### src/rtl/apb_pkg.sv
// Shared types and sizing helpers for the multi-slave APB master bridge.
package apb_pkg;

   typedef enum logic [1:0] {
      IDLE   = 2'd0,
      SETUP  = 2'd1,
      ACCESS = 2'd2,
      DECERR = 2'd3
   } apb_state_e;

   // Width of the slave index field; never narrower than one bit.
   function automatic int sel_bits(input int num_slaves);
      return (num_slaves <= 2) ? 1 : $clog2(num_slaves);
   endfunction

   // Width of the wait-state counter; must be able to hold the value timeout.
   function automatic int cnt_bits(input int timeout);
      return (timeout < 1) ? 1 : $clog2(timeout + 1);
   endfunction

endpackage

### src/rtl/apb_multi_slave_master_if.sv
// CPU request port and per-slave APB bus bundled together.
// Handshake: a request is taken on the rising edge where mvalid && mready;
// the CPU must hold its request fields stable while mvalid is high and
// mready is low. Completion is the one-cycle mdone pulse, with mrdata and
// mslverr valid in that cycle and held until the next completion.
interface apb_multi_slave_master_if #(
   parameter int ADDR_SIZE  = 32,
   parameter int DATA_SIZE  = 32,
   parameter int PROT_SIZE  = 3,
   parameter int STRB_SIZE  = DATA_SIZE / 8,
   parameter int NUM_SLAVES = 4
);
   logic                             mvalid;
   logic                             mready;
   logic                             mwrite;
   logic [ADDR_SIZE-1:0]             maddr;
   logic [DATA_SIZE-1:0]             mwdata;
   logic [STRB_SIZE-1:0]             mstrb;
   logic [PROT_SIZE-1:0]             mprot;
   logic [DATA_SIZE-1:0]             mrdata;
   logic                             mslverr;
   logic                             mdone;
   logic [NUM_SLAVES-1:0]            psel;
   logic                             penable;
   logic                             pwrite;
   logic [ADDR_SIZE-1:0]             paddr;
   logic [DATA_SIZE-1:0]             pwdata;
   logic [STRB_SIZE-1:0]             pstrb;
   logic [PROT_SIZE-1:0]             pprot;
   logic [NUM_SLAVES*DATA_SIZE-1:0]  prdata;
   logic [NUM_SLAVES-1:0]            pready;
   logic [NUM_SLAVES-1:0]            pslverr;

   // Bridge view: takes CPU requests, drives the APB bus.
   modport master (
      input  mvalid, mwrite, maddr, mwdata, mstrb, mprot,
      output mready, mrdata, mslverr, mdone,
      output psel, penable, pwrite, paddr, pwdata, pstrb, pprot,
      input  prdata, pready, pslverr
   );

   // Environment view: CPU side plus the APB slaves.
   modport slave (
      output mvalid, mwrite, maddr, mwdata, mstrb, mprot,
      input  mready, mrdata, mslverr, mdone,
      input  psel, penable, pwrite, paddr, pwdata, pstrb, pprot,
      output prdata, pready, pslverr
   );
endinterface

### src/rtl/apb_addr_decoder.sv
// Maps a request address onto a slave index and flags addresses that fall
// outside every slave region.
module apb_addr_decoder
   import apb_pkg::*;
#(
   parameter int ADDR_SIZE       = 32,
   parameter int NUM_SLAVES      = 4,
   parameter int SLAVE_ADDR_BITS = 8,
   localparam int SEL_W          = sel_bits(NUM_SLAVES)
) (
   input  logic [ADDR_SIZE-1:0] addr,
   output logic [SEL_W-1:0]     idx,
   output logic                 valid
);
   localparam int HI = SLAVE_ADDR_BITS + SEL_W;

   logic hi_zero;
   logic idx_ok;
   logic unused_low;

   assign idx        = addr[SLAVE_ADDR_BITS +: SEL_W];
   assign idx_ok     = (32'(idx) < 32'(NUM_SLAVES));
   // Offset bits inside a region play no part in the decode.
   assign unused_low = ^addr[SLAVE_ADDR_BITS-1:0];

   generate
      if (ADDR_SIZE > HI) begin : g_hi
         assign hi_zero = ~|addr[ADDR_SIZE-1:HI];
      end else begin : g_nohi
         assign hi_zero = 1'b1;
      end
   endgenerate

   assign valid = idx_ok & hi_zero;
endmodule

### src/rtl/apb_multi_slave_master.sv
// APB4 master bridge: one CPU request at a time, decoded to one of
// NUM_SLAVES selects, SETUP/ACCESS with unlimited wait states bounded by an
// optional timeout. All bus and CPU outputs are registered.
module apb_multi_slave_master
   import apb_pkg::*;
#(
   parameter int ADDR_SIZE       = 32,
   parameter int DATA_SIZE       = 32,
   parameter int PROT_SIZE       = 3,
   parameter int STRB_SIZE       = DATA_SIZE / 8,
   parameter int NUM_SLAVES      = 4,
   parameter int SLAVE_ADDR_BITS = 8,
   parameter int TIMEOUT         = 16
) (
   input  logic                      pclk,
   input  logic                      presetn,
   apb_multi_slave_master_if.master  bus,
   output apb_state_e                state_dbg
);
   localparam int SEL_W = sel_bits(NUM_SLAVES);
   localparam int CNT_W = cnt_bits(TIMEOUT);
   localparam logic [CNT_W-1:0] CNT_MAX = CNT_W'(TIMEOUT);

   apb_state_e            state;
   logic [CNT_W-1:0]      cnt;
   logic [SEL_W-1:0]      idx_q;
   logic [SEL_W-1:0]      dec_idx;
   logic                  dec_ok;
   logic [NUM_SLAVES-1:0] dec_onehot;
   logic [DATA_SIZE-1:0]  sel_rdata;
   logic                  sel_ready;
   logic                  sel_err;

   apb_addr_decoder #(
      .ADDR_SIZE       (ADDR_SIZE),
      .NUM_SLAVES      (NUM_SLAVES),
      .SLAVE_ADDR_BITS (SLAVE_ADDR_BITS)
   ) u_dec (
      .addr  (bus.maddr),
      .idx   (dec_idx),
      .valid (dec_ok)
   );

   assign state_dbg = state;

   // One-hot select for the slave addressed by the incoming request.
   always_comb begin
      dec_onehot = '0;
      for (int i = 0; i < NUM_SLAVES; i++) begin
         dec_onehot[i] = (dec_idx == SEL_W'(i));
      end
   end

   // Response mux for the latched slave; other slaves' responses never reach the FSM.
   always_comb begin
      sel_rdata = '0;
      sel_ready = 1'b0;
      sel_err   = 1'b0;
      for (int i = 0; i < NUM_SLAVES; i++) begin
         if (idx_q == SEL_W'(i)) begin
            sel_rdata = bus.prdata[i*DATA_SIZE +: DATA_SIZE];
            sel_ready = bus.pready[i];
            sel_err   = bus.pslverr[i];
         end
      end
   end

   // Transfer sequencer with registered CPU and APB outputs.
   always_ff @(posedge pclk or negedge presetn) begin
      if (!presetn) begin
         state       <= IDLE;
         cnt         <= '0;
         idx_q       <= '0;
         bus.mready  <= 1'b0;
         bus.mrdata  <= '0;
         bus.mslverr <= 1'b0;
         bus.mdone   <= 1'b0;
         bus.psel    <= '0;
         bus.penable <= 1'b0;
         bus.pwrite  <= 1'b0;
         bus.paddr   <= '0;
         bus.pwdata  <= '0;
         bus.pstrb   <= '0;
         bus.pprot   <= '0;
      end else begin
         bus.mdone <= 1'b0;
         case (state)
            IDLE: begin
               bus.mready <= 1'b1;
               if (bus.mvalid && bus.mready) begin
                  bus.mready <= 1'b0;
                  idx_q      <= dec_idx;
                  if (dec_ok) begin
                     // The APB fields only move for a transfer that reaches the bus.
                     bus.psel   <= dec_onehot;
                     bus.pwrite <= bus.mwrite;
                     bus.paddr  <= bus.maddr;
                     bus.pwdata <= bus.mwdata;
                     bus.pstrb  <= bus.mwrite ? bus.mstrb : '0;
                     bus.pprot  <= bus.mprot;
                     state      <= SETUP;
                  end else begin
                     state <= DECERR;
                  end
               end
            end
            SETUP: begin
               bus.penable <= 1'b1;
               cnt         <= '0;
               state       <= ACCESS;
            end
            ACCESS: begin
               if (sel_ready) begin
                  bus.mslverr <= sel_err;
                  if (!bus.pwrite) begin
                     bus.mrdata <= sel_rdata;
                  end
                  bus.mdone   <= 1'b1;
                  bus.mready  <= 1'b1;
                  bus.psel    <= '0;
                  bus.penable <= 1'b0;
                  state       <= IDLE;
               end else if ((TIMEOUT != 0) && (cnt == CNT_MAX)) begin
                  bus.mslverr <= 1'b1;
                  bus.mrdata  <= '0;
                  bus.mdone   <= 1'b1;
                  bus.mready  <= 1'b1;
                  bus.psel    <= '0;
                  bus.penable <= 1'b0;
                  state       <= IDLE;
               end else begin
                  cnt <= cnt + 1'b1;
               end
            end
            DECERR: begin
               bus.mslverr <= 1'b1;
               bus.mrdata  <= '0;
               bus.mdone   <= 1'b1;
               bus.mready  <= 1'b1;
               state       <= IDLE;
            end
            default: state <= IDLE;
         endcase
      end
   end
endmodule

### src/flat_wrapper.sv
// flat-port wrapper written by rule: the top's interface ports become plain ports
module apb_multi_slave_master_flat import apb_pkg::*;
#(
   parameter int ADDR_SIZE       = 32,
   parameter int DATA_SIZE       = 32,
   parameter int PROT_SIZE       = 3,
   parameter int STRB_SIZE       = DATA_SIZE / 8,
   parameter int NUM_SLAVES      = 4,
   parameter int SLAVE_ADDR_BITS = 8,
   parameter int TIMEOUT         = 16
)
  (pclk, presetn, state_dbg, bus_mvalid, bus_mwrite, bus_maddr, bus_mwdata, bus_mstrb, bus_mprot, bus_mready, bus_mrdata, bus_mslverr, bus_mdone, bus_psel, bus_penable, bus_pwrite, bus_paddr, bus_pwdata, bus_pstrb, bus_pprot, bus_prdata, bus_pready, bus_pslverr);
  apb_multi_slave_master_if #(.ADDR_SIZE(ADDR_SIZE), .DATA_SIZE(DATA_SIZE), .PROT_SIZE(PROT_SIZE), .STRB_SIZE(STRB_SIZE), .NUM_SLAVES(NUM_SLAVES)) bus_i ();
  input  logic pclk;
  input  logic presetn;
  output apb_state_e state_dbg;
  input wire logic [$bits(bus_i.mvalid)-1:0] bus_mvalid;
  input wire logic [$bits(bus_i.mwrite)-1:0] bus_mwrite;
  input wire logic [$bits(bus_i.maddr)-1:0] bus_maddr;
  input wire logic [$bits(bus_i.mwdata)-1:0] bus_mwdata;
  input wire logic [$bits(bus_i.mstrb)-1:0] bus_mstrb;
  input wire logic [$bits(bus_i.mprot)-1:0] bus_mprot;
  output wire logic [$bits(bus_i.mready)-1:0] bus_mready;
  output wire logic [$bits(bus_i.mrdata)-1:0] bus_mrdata;
  output wire logic [$bits(bus_i.mslverr)-1:0] bus_mslverr;
  output wire logic [$bits(bus_i.mdone)-1:0] bus_mdone;
  output wire logic [$bits(bus_i.psel)-1:0] bus_psel;
  output wire logic [$bits(bus_i.penable)-1:0] bus_penable;
  output wire logic [$bits(bus_i.pwrite)-1:0] bus_pwrite;
  output wire logic [$bits(bus_i.paddr)-1:0] bus_paddr;
  output wire logic [$bits(bus_i.pwdata)-1:0] bus_pwdata;
  output wire logic [$bits(bus_i.pstrb)-1:0] bus_pstrb;
  output wire logic [$bits(bus_i.pprot)-1:0] bus_pprot;
  input wire logic [$bits(bus_i.prdata)-1:0] bus_prdata;
  input wire logic [$bits(bus_i.pready)-1:0] bus_pready;
  input wire logic [$bits(bus_i.pslverr)-1:0] bus_pslverr;
  assign bus_i.mvalid = bus_mvalid;
  assign bus_i.mwrite = bus_mwrite;
  assign bus_i.maddr = bus_maddr;
  assign bus_i.mwdata = bus_mwdata;
  assign bus_i.mstrb = bus_mstrb;
  assign bus_i.mprot = bus_mprot;
  assign bus_mready = bus_i.mready;
  assign bus_mrdata = bus_i.mrdata;
  assign bus_mslverr = bus_i.mslverr;
  assign bus_mdone = bus_i.mdone;
  assign bus_psel = bus_i.psel;
  assign bus_penable = bus_i.penable;
  assign bus_pwrite = bus_i.pwrite;
  assign bus_paddr = bus_i.paddr;
  assign bus_pwdata = bus_i.pwdata;
  assign bus_pstrb = bus_i.pstrb;
  assign bus_pprot = bus_i.pprot;
  assign bus_i.prdata = bus_prdata;
  assign bus_i.pready = bus_pready;
  assign bus_i.pslverr = bus_pslverr;
  apb_multi_slave_master #(.ADDR_SIZE(ADDR_SIZE), .DATA_SIZE(DATA_SIZE), .PROT_SIZE(PROT_SIZE), .STRB_SIZE(STRB_SIZE), .NUM_SLAVES(NUM_SLAVES), .SLAVE_ADDR_BITS(SLAVE_ADDR_BITS), .TIMEOUT(TIMEOUT)) u_core (.pclk(pclk), .presetn(presetn), .bus(bus_i), .state_dbg(state_dbg));
endmodule
### config.mk
export PLATFORM = sky130hd
export DESIGN_NAME = apb_multi_slave_master_flat
export DESIGN_NICKNAME = d
export VERILOG_FILES = /design/src/rtl/apb_pkg.sv /design/src/rtl/apb_multi_slave_master_if.sv /design/src/rtl/apb_addr_decoder.sv /design/src/rtl/apb_multi_slave_master.sv /design/src/flat_wrapper.sv
export SDC_FILE = /design/constraint.sdc
export NUM_CORES = 1
export LEC_CHECK = 0
export CAP_MARGIN = 5
export CORE_AREA = 2 2 127 129
export CTS_BUF_LIST = sky130_fd_sc_hd__clkbuf_8
export DETAILED_ROUTE_END_ITERATION = 10
export DIE_AREA = 0 0 129 131
export HOLD_SLACK_MARGIN = 0.06
export PLACE_DENSITY_LB_ADDON = 0.15
export SKIP_LAST_GASP = 1
export SLEW_MARGIN = 20
export SYNTH_ARGS = -nofsm -noshare
export SYNTH_HDL_FRONTEND = slang
export SYNTH_HIERARCHICAL = 1
export SYNTH_SLANG_ARGS = --single-unit
### constraint.sdc
create_clock -name pclk -period 2.3 [get_ports pclk]
set_clock_uncertainty 0.05 [all_clocks]
set_input_delay 0.345 -clock pclk [delete_from_list [all_inputs] [get_ports pclk]]
set_output_delay 0.345 -clock pclk [all_outputs]
set_load 0.01 [all_outputs]
==> results of run 1 <==
==> critical path: cells and delay by family <==
| kind | cells | cell delay [ns] |
|---|---|---|
| muxes | 1 | 0.32 |
| and+or+nand+nor | 3 | 1.02 |
| buffers and inverters | 2 | 0.69 |
==> cell usage in the layout (no fill, tap or decap), types with 2 or more instances in the layout <==
cell type          n
a21oi_1            3
a22o_1            36
a32o_1             2
buf_12             7
buf_4             12
clkbuf_8          17
clkdlybuf4s50_1  323
clkinv_2           7
clkinv_4           2
clkinvlp_4         2
dfrtp_1          120
ha_1               7
inv_1             10
mux2_2            70
mux4_2            34
nand2_1           16
nand3_1            3
nand4_1            2
nor2_1             7
nor3_1             5
nor4_1             3
nor4_2             3
o21ai_0           13
o22a_1             2
==> logic make-up (layout without fill, tap and decap cells) <==
logic type,Yosys count,after routing,share of synthesized area
flops,121,121,0.5416
buf+inv,37,383,0.03648
fa+ha+maj,7,7,0.01567
mux,104,104,0.2780
simple gates,49,49,0.04835
compound gates,58,58,0.07990
==> flip-flops by register name (all words and copies together) (netlist names), 2 cells and up <==
name	flops
u_core/bus.mrdata	32
u_core/bus.paddr	32
u_core/bus.pprot	3
u_core/bus.psel	4
u_core/bus.pstrb	4
u_core/bus.pwdata	32
u_core/cnt	5
u_core/idx_q	2
u_core/state_dbg	2
==> area by class of cell <==
class | instances | area share
clock buffer | 17 | 0.02457
clock inverter | 14 | 0.01156
inverter | 9 | 0.003548
multi-input combinational | 218 | 0.2490
sequential | 121 | 0.3181
tap | 216 | 0.02838
timing repair buffer | 343 | 0.3648
==> power by group <==
| group | switching, uW | internal, uW |
|---|---|---|
| Clock | 856 | 832 |
| Sequential | 179 | 2400 |
| Combinational | 1450 | 1880 |
| Total | 2490 | 5120 |
==> stage by stage <==
stage | utilization | area, sq um | setup TNS [ns] | setup slack (ns)
6_report | 0.6105 | 9522 | 0 | 0.1329
5_1_grt | 0.6105 | 9522 | 0 | 0.01250
4_1_cts | 0.6097 | 9509 | 0 | 0.1457
3_5_place_dp | 0.5870 | 9155 | -22.78 | -0.3294
3_3_place_gp | 0.5870 | 9155 | -20.69 | -0.2854
2_1_floorplan | - | 5590 | 0 | 0.1294
==> how the worst min path moves through the flow <==
stage | end | slack [ns] | depth (start not counted)
4_1_cts | u_core/bus.paddr[1] | 0.22 | 2
3_3_place_gp | u_core/bus.paddr[1] | 0.14 | 1
2_1_floorplan | u_core/bus.mdone | -0.0006 | 0
5_1_grt | u_core/bus.pwdata[27] | 0.24 | 2
6_report | u_core/bus.paddr[1] | 0.24 | 2
3_5_place_dp | u_core/bus.paddr[1] | 0.14 | 1
==> layer usage <==
metal  track usage  up-vias
met3       0.05456       21
met4       0.05435        0
met5             0        -
met2        0.3551      180
li1              -     2104
met1        0.2350     2261
==> repair_timing <==
action                                 CTS  global route
resized for setup                        0             2
hold buffers                             1             0
endpoints found under the hold margin  121             0
setup endpoints to repair                0             2
==> results.toml, run 1 <==
[run_status]
status = "finished clean"

[clock_tree]
numCtsBuffers = 17
insertion_delay_ns = 0.43
path_clk_slew_ns = 0.07
cts_setup_buffers = 0
h-tree-depth = 4
cts_root_buf = "clkbuf_8"
tritoncts = "built"
clock_sinks = 121
cts_max_path_buffers = 2

[synth]
yosysTopAreaCellShare = 0.5416
syn_nets = 594
syn_area_per_cell_sq_um = 14.87
ys_seq_elements = 121
synth_area_leader_cell = "dfrtp_1"
synth.area.top_cells = "dfrtp_1, mux2_2, mux4_2, a22o_1, ha_1"
synthCells = 376
async_reset_ff_frac = 1.000
synth.cell_area_sq_um = 5590
synth_edf_count = 0
post-synth-top-count-cell = "dfrtp_1"
seq_area_frac_synth = 0.5416
synth.distinct_cells = 34
yosysWarningCount = 6
ys.flop_type = "dfrtp_1"
ys_top_cells_by_count = "dfrtp_1, mux2_2, a22o_1"

[floorplanning]
dieArea_sq_um = 16900
fp.dieH_microns = 131
die_w_microns = 129
coreArea_sq_um = 15600
initial_utilization = 0.3584
rows = 46
num_io_pins = 325

[placement]
gp_congestion = 0.7686
dpl.hpwl_microns = 13470
port-buffer-count = 324
placed_cells = 906

[final_layout]
fin_nets = 928
layout.cells.non_filler = 938
syn2layout_area_growth_pct = 70.32
regArea_sq_um = 3029
nFillCells = 1259
antennaDiodeCount = 0
multi_input_area_sq_um = 2371
drive_above_1_share = 0.2216

[routing]
m1WireLength_microns = 6580
drtIter0Drc = 189
top_layer_used = "met4"
firstDrtPassIters = 5
finalWirelength_microns = 17250
postRouteAntennaNets = 0
vias = 4566
wire_per_inst_microns = 18.38
dr_wl_met2_microns = 9326
viasPerCell = 4.868
route.detailed.drc = 0
wl_met3_microns = 1113

[job]
max_cap_violations = 0

[power]
ir_drop_mv = 0.8718
p_leak_uw = 0.004154
finalPower_uw = 7604
powerDensity_nw_per_um2 = 798.6

[global_route]
grt_pass1_vias = 4769
grt_pass1_wl_microns = 25310
grt_overflow_total = 0
antenna_found_initial = 0
track_usage = 0.1981
grt_max_degree = 80

[worst_setup_path]
critPathCaptureType = "flip-flop"
critPathKind = "in -> reg"
cp_max_fo = 79
start_kind = "primary input"
endpoint = "u_core/bus.pwdata[16]"
regToRegStartpoint = "u_core/idx_q[0]"
r2r_end = "u_core/bus.mrdata[20]"
crit_chain = "clkdlybuf4s50_1 > or4_1 > nor4_2 > nand4_1 > buf_12 > mux2_2"
crit_required_ns = 2.56
reg2reg_depth = 5
critPathSlowestCell = "or4_1"
crit_start = "bus_maddr[16]"
rrSetupSlack_ns = 0.31
arrival_ns = 2.43
crit_path_max_incr_delay_ns = 0.56

[timing]
fin_crit_sh = 0.9422
final-hold-violation-count = 0
worst_pin_slew_ns = 0.5076
rsz0062_at_grt = "no"
whs_ns = 0.2408
layout_min_cycle_time_ns = 2.167
relSlewSlack = 0.6616
slew_viol_final = 0
max_freq_ghz = 0.4615
finalSetupViolCount = 0

[worst_hold_path]
hold_class = "in -> async"
Note: power is estimated with default switching activity, not from simulation.
==> inputs of run 2 (changes only) <==
--- a/config.mk
+++ b/config.mk
@@ -10,6 +10,7 @@
 export CTS_BUF_LIST = sky130_fd_sc_hd__clkbuf_8
 export DETAILED_ROUTE_END_ITERATION = 10
 export DIE_AREA = 0 0 129 131
+export GPL_ROUTABILITY_DRIVEN = 0
 export HOLD_SLACK_MARGIN = 0.06
 export PLACE_DENSITY_LB_ADDON = 0.15
 export SKIP_LAST_GASP = 1
==> results of run 2 <==
The final DEF is identical to that of run 1; final timing and power are the same.
==> inputs of run 3 (changes only) <==
--- a/config.mk
+++ b/config.mk
@@ -12,7 +12,8 @@
 export DIE_AREA = 0 0 129 131
 export GPL_ROUTABILITY_DRIVEN = 0
 export HOLD_SLACK_MARGIN = 0.06
-export PLACE_DENSITY_LB_ADDON = 0.15
+export MAX_ROUTING_LAYER = met4
+export PLACE_DENSITY = 0.89
 export SKIP_LAST_GASP = 1
 export SLEW_MARGIN = 20
 export SYNTH_ARGS = -nofsm -noshare
==> run 3 against run 2 <==
Against the previous run: first-iteration DRC count is 30% higher; non-clock buffer count increased by 6; clock-buffer cell count grew 3; wire length grew 8.2%; largest power group unchanged.
==> results.toml, run 3 (synthesis gave the netlist of run 1 again) <==
[run_status]
status = "finished clean"

[clock_tree]
numCtsBuffers = 17
cts_root_buf = "clkbuf_8"
h-tree-depth = 4
tritoncts = "built"
insertion_delay_ns = 0.42
clock_sinks = 121
cts_max_path_buffers = 2
path_clk_slew_ns = 0.07

[timing]
slew_viol_final = 0
worst_pin_slew_ns = 0.6209
final-hold-violation-count = 0
whs_ns = 0.4195
layout_min_cycle_time_ns = 2.222
rsz0062_at_grt = "no"
fin_crit_sh = 0.9662
max_freq_ghz = 0.4500
finalWorstSetupSlack_ns = 0.07774
finalSetupViolCount = 0
relSlewSlack = 0.5861

[placement]
port-buffer-count = 324
placed_cell_area_sq_um = 9168
dpl.hpwl_microns = 14490
placed_cells = 911
dp_worst_setup_slack_ns = -0.4606

[global_route]
antenna_found_initial = 0
grt_max_degree = 57
grt_pass1_wl_microns = 26840
grt_overflow_total = 0
track_usage = 0.2171
grt_pass1_vias = 5023

[final_layout]
final_area_sq_um = 9573
mostFrequentLayoutCell = "clkdlybuf4s50_1"
layout.cells.non_filler = 945
final_cell_mix = "clkdlybuf4s50_1, dfrtp_1, mux2_2, a22o_1, mux4_2"
fin_nets = 934
syn2layout_area_growth_pct = 71.24
drive_above_1_share = 0.2277
antennaDiodeCount = 0
reg.largest.list = "u_core/bus.mrdata: 32 flops, u_core/bus.paddr: 32 flops, u_core/bus.pwdata: 32 flops"

[floorplanning]
die_w_microns = 129
rows = 46
fp.dieH_microns = 131
initial_utilization = 0.3584
dieArea_sq_um = 16900
num_io_pins = 325
coreArea_sq_um = 15600

[power]
powerDensity_nw_per_um2 = 799.7
p_leak_uw = 0.004191
ir_drop_mv = 0.8103
finalPower_uw = 7655

[routing]
viasPerCell = 5.018
drtIter0Drc = 245
route.detailed.drc = 0
vias = 4742
postRouteAntennaNets = 0
firstDrtPassIters = 4
finalWirelength_microns = 18660
wire_per_inst_microns = 19.75

[worst_setup_path]
cp_max_fo = 56
crit_required_ns = 2.55
critPathCaptureType = "flip-flop"
arrival_ns = 2.47
critPathKind = "in -> reg"
start_kind = "primary input"

[worst_hold_path]
hold_class = "in -> async"

[job]
max_cap_violations = 0
-- run 3: stage by stage --
| stage | utilization | TNS [ns] |
|---|---|---|
| 3_3_place_gp | 0.5878 | -31.75 |
| 3_5_place_dp | 0.5878 | -34.63 |
| 4_1_cts | 0.6125 | 0 |
| 5_1_grt | 0.6137 | 0 |
| 6_report | 0.6137 | 0 |
| 2_1_floorplan | - | 0 |
-- run 3: timing repair --
action	4_1_cts	5_1_grt
hold endpoints to repair	42	0
hold buffers	1	0
gates resized for setup	0	2
setup buffers	0	1
setup endpoints to repair	0	72
-- run 3: cell type report --
cell class / instances / area [sq um]
Clock buffer: 20 / 275.3
Clock inverter: 12 / 100.1
Fill cell: 1187 / 6025
Inverter: 9 / 33.78
Multi-Input combinational cell: 218 / 2371
Sequential cell: 121 / 3029
Tap cell: 216 / 270.3
Timing Repair Buffer: 349 / 3493
-- run 3: path summary, 6_finish.rpt --
kind / start / to / slack [ns] / depth (start not counted)
worst max-delay path: bus_maddr[16] / u_core/bus.pwdata[18] / 0.08 / 7
min in group pclk: u_core/bus.pstrb[1] / u_core/bus.pstrb[1] / 0.44 / 2
max in group asynchronous: presetn / u_core/bus.mrdata[4] / 1.08 / 3
worst max register to register: u_core/idx_q[0] / u_core/bus.psel[0] / 0.23 / 5
worst min-delay path: presetn / u_core/bus.paddr[12] / 0.42 / 2
worst min register to register: u_core/bus.pstrb[1] / u_core/bus.pstrb[1] / 0.44 / 2
-- run 3: metal layers --
layer | share of wire | vias up | track usage
met2 | 0.55 | 215 | 0.3841
met1 | 0.37 | 2394 | 0.2412
li1 | - | 2110 | -
met4 | 0.015 | 0 | 0.07673
met5 | 0 | - | -
met3 | 0.070 | 23 | 0.05090
-- run 3: report_power, final --
group	internal [uW]	switching (uW)	total, uW
Combinational	1800	1480	3280
Sequential	2400	192	2600
Clock	932	846	1780
Total	5140	2520	7660
-- run 3: critical path: stages --
cell and delay, ns:
clkdlybuf4s50_1 0.44, or4_4 0.58, nor4_4 0.26, nand4_1 0.15
buf_4 0.17, buf_12 0.20, mux2_2 0.31
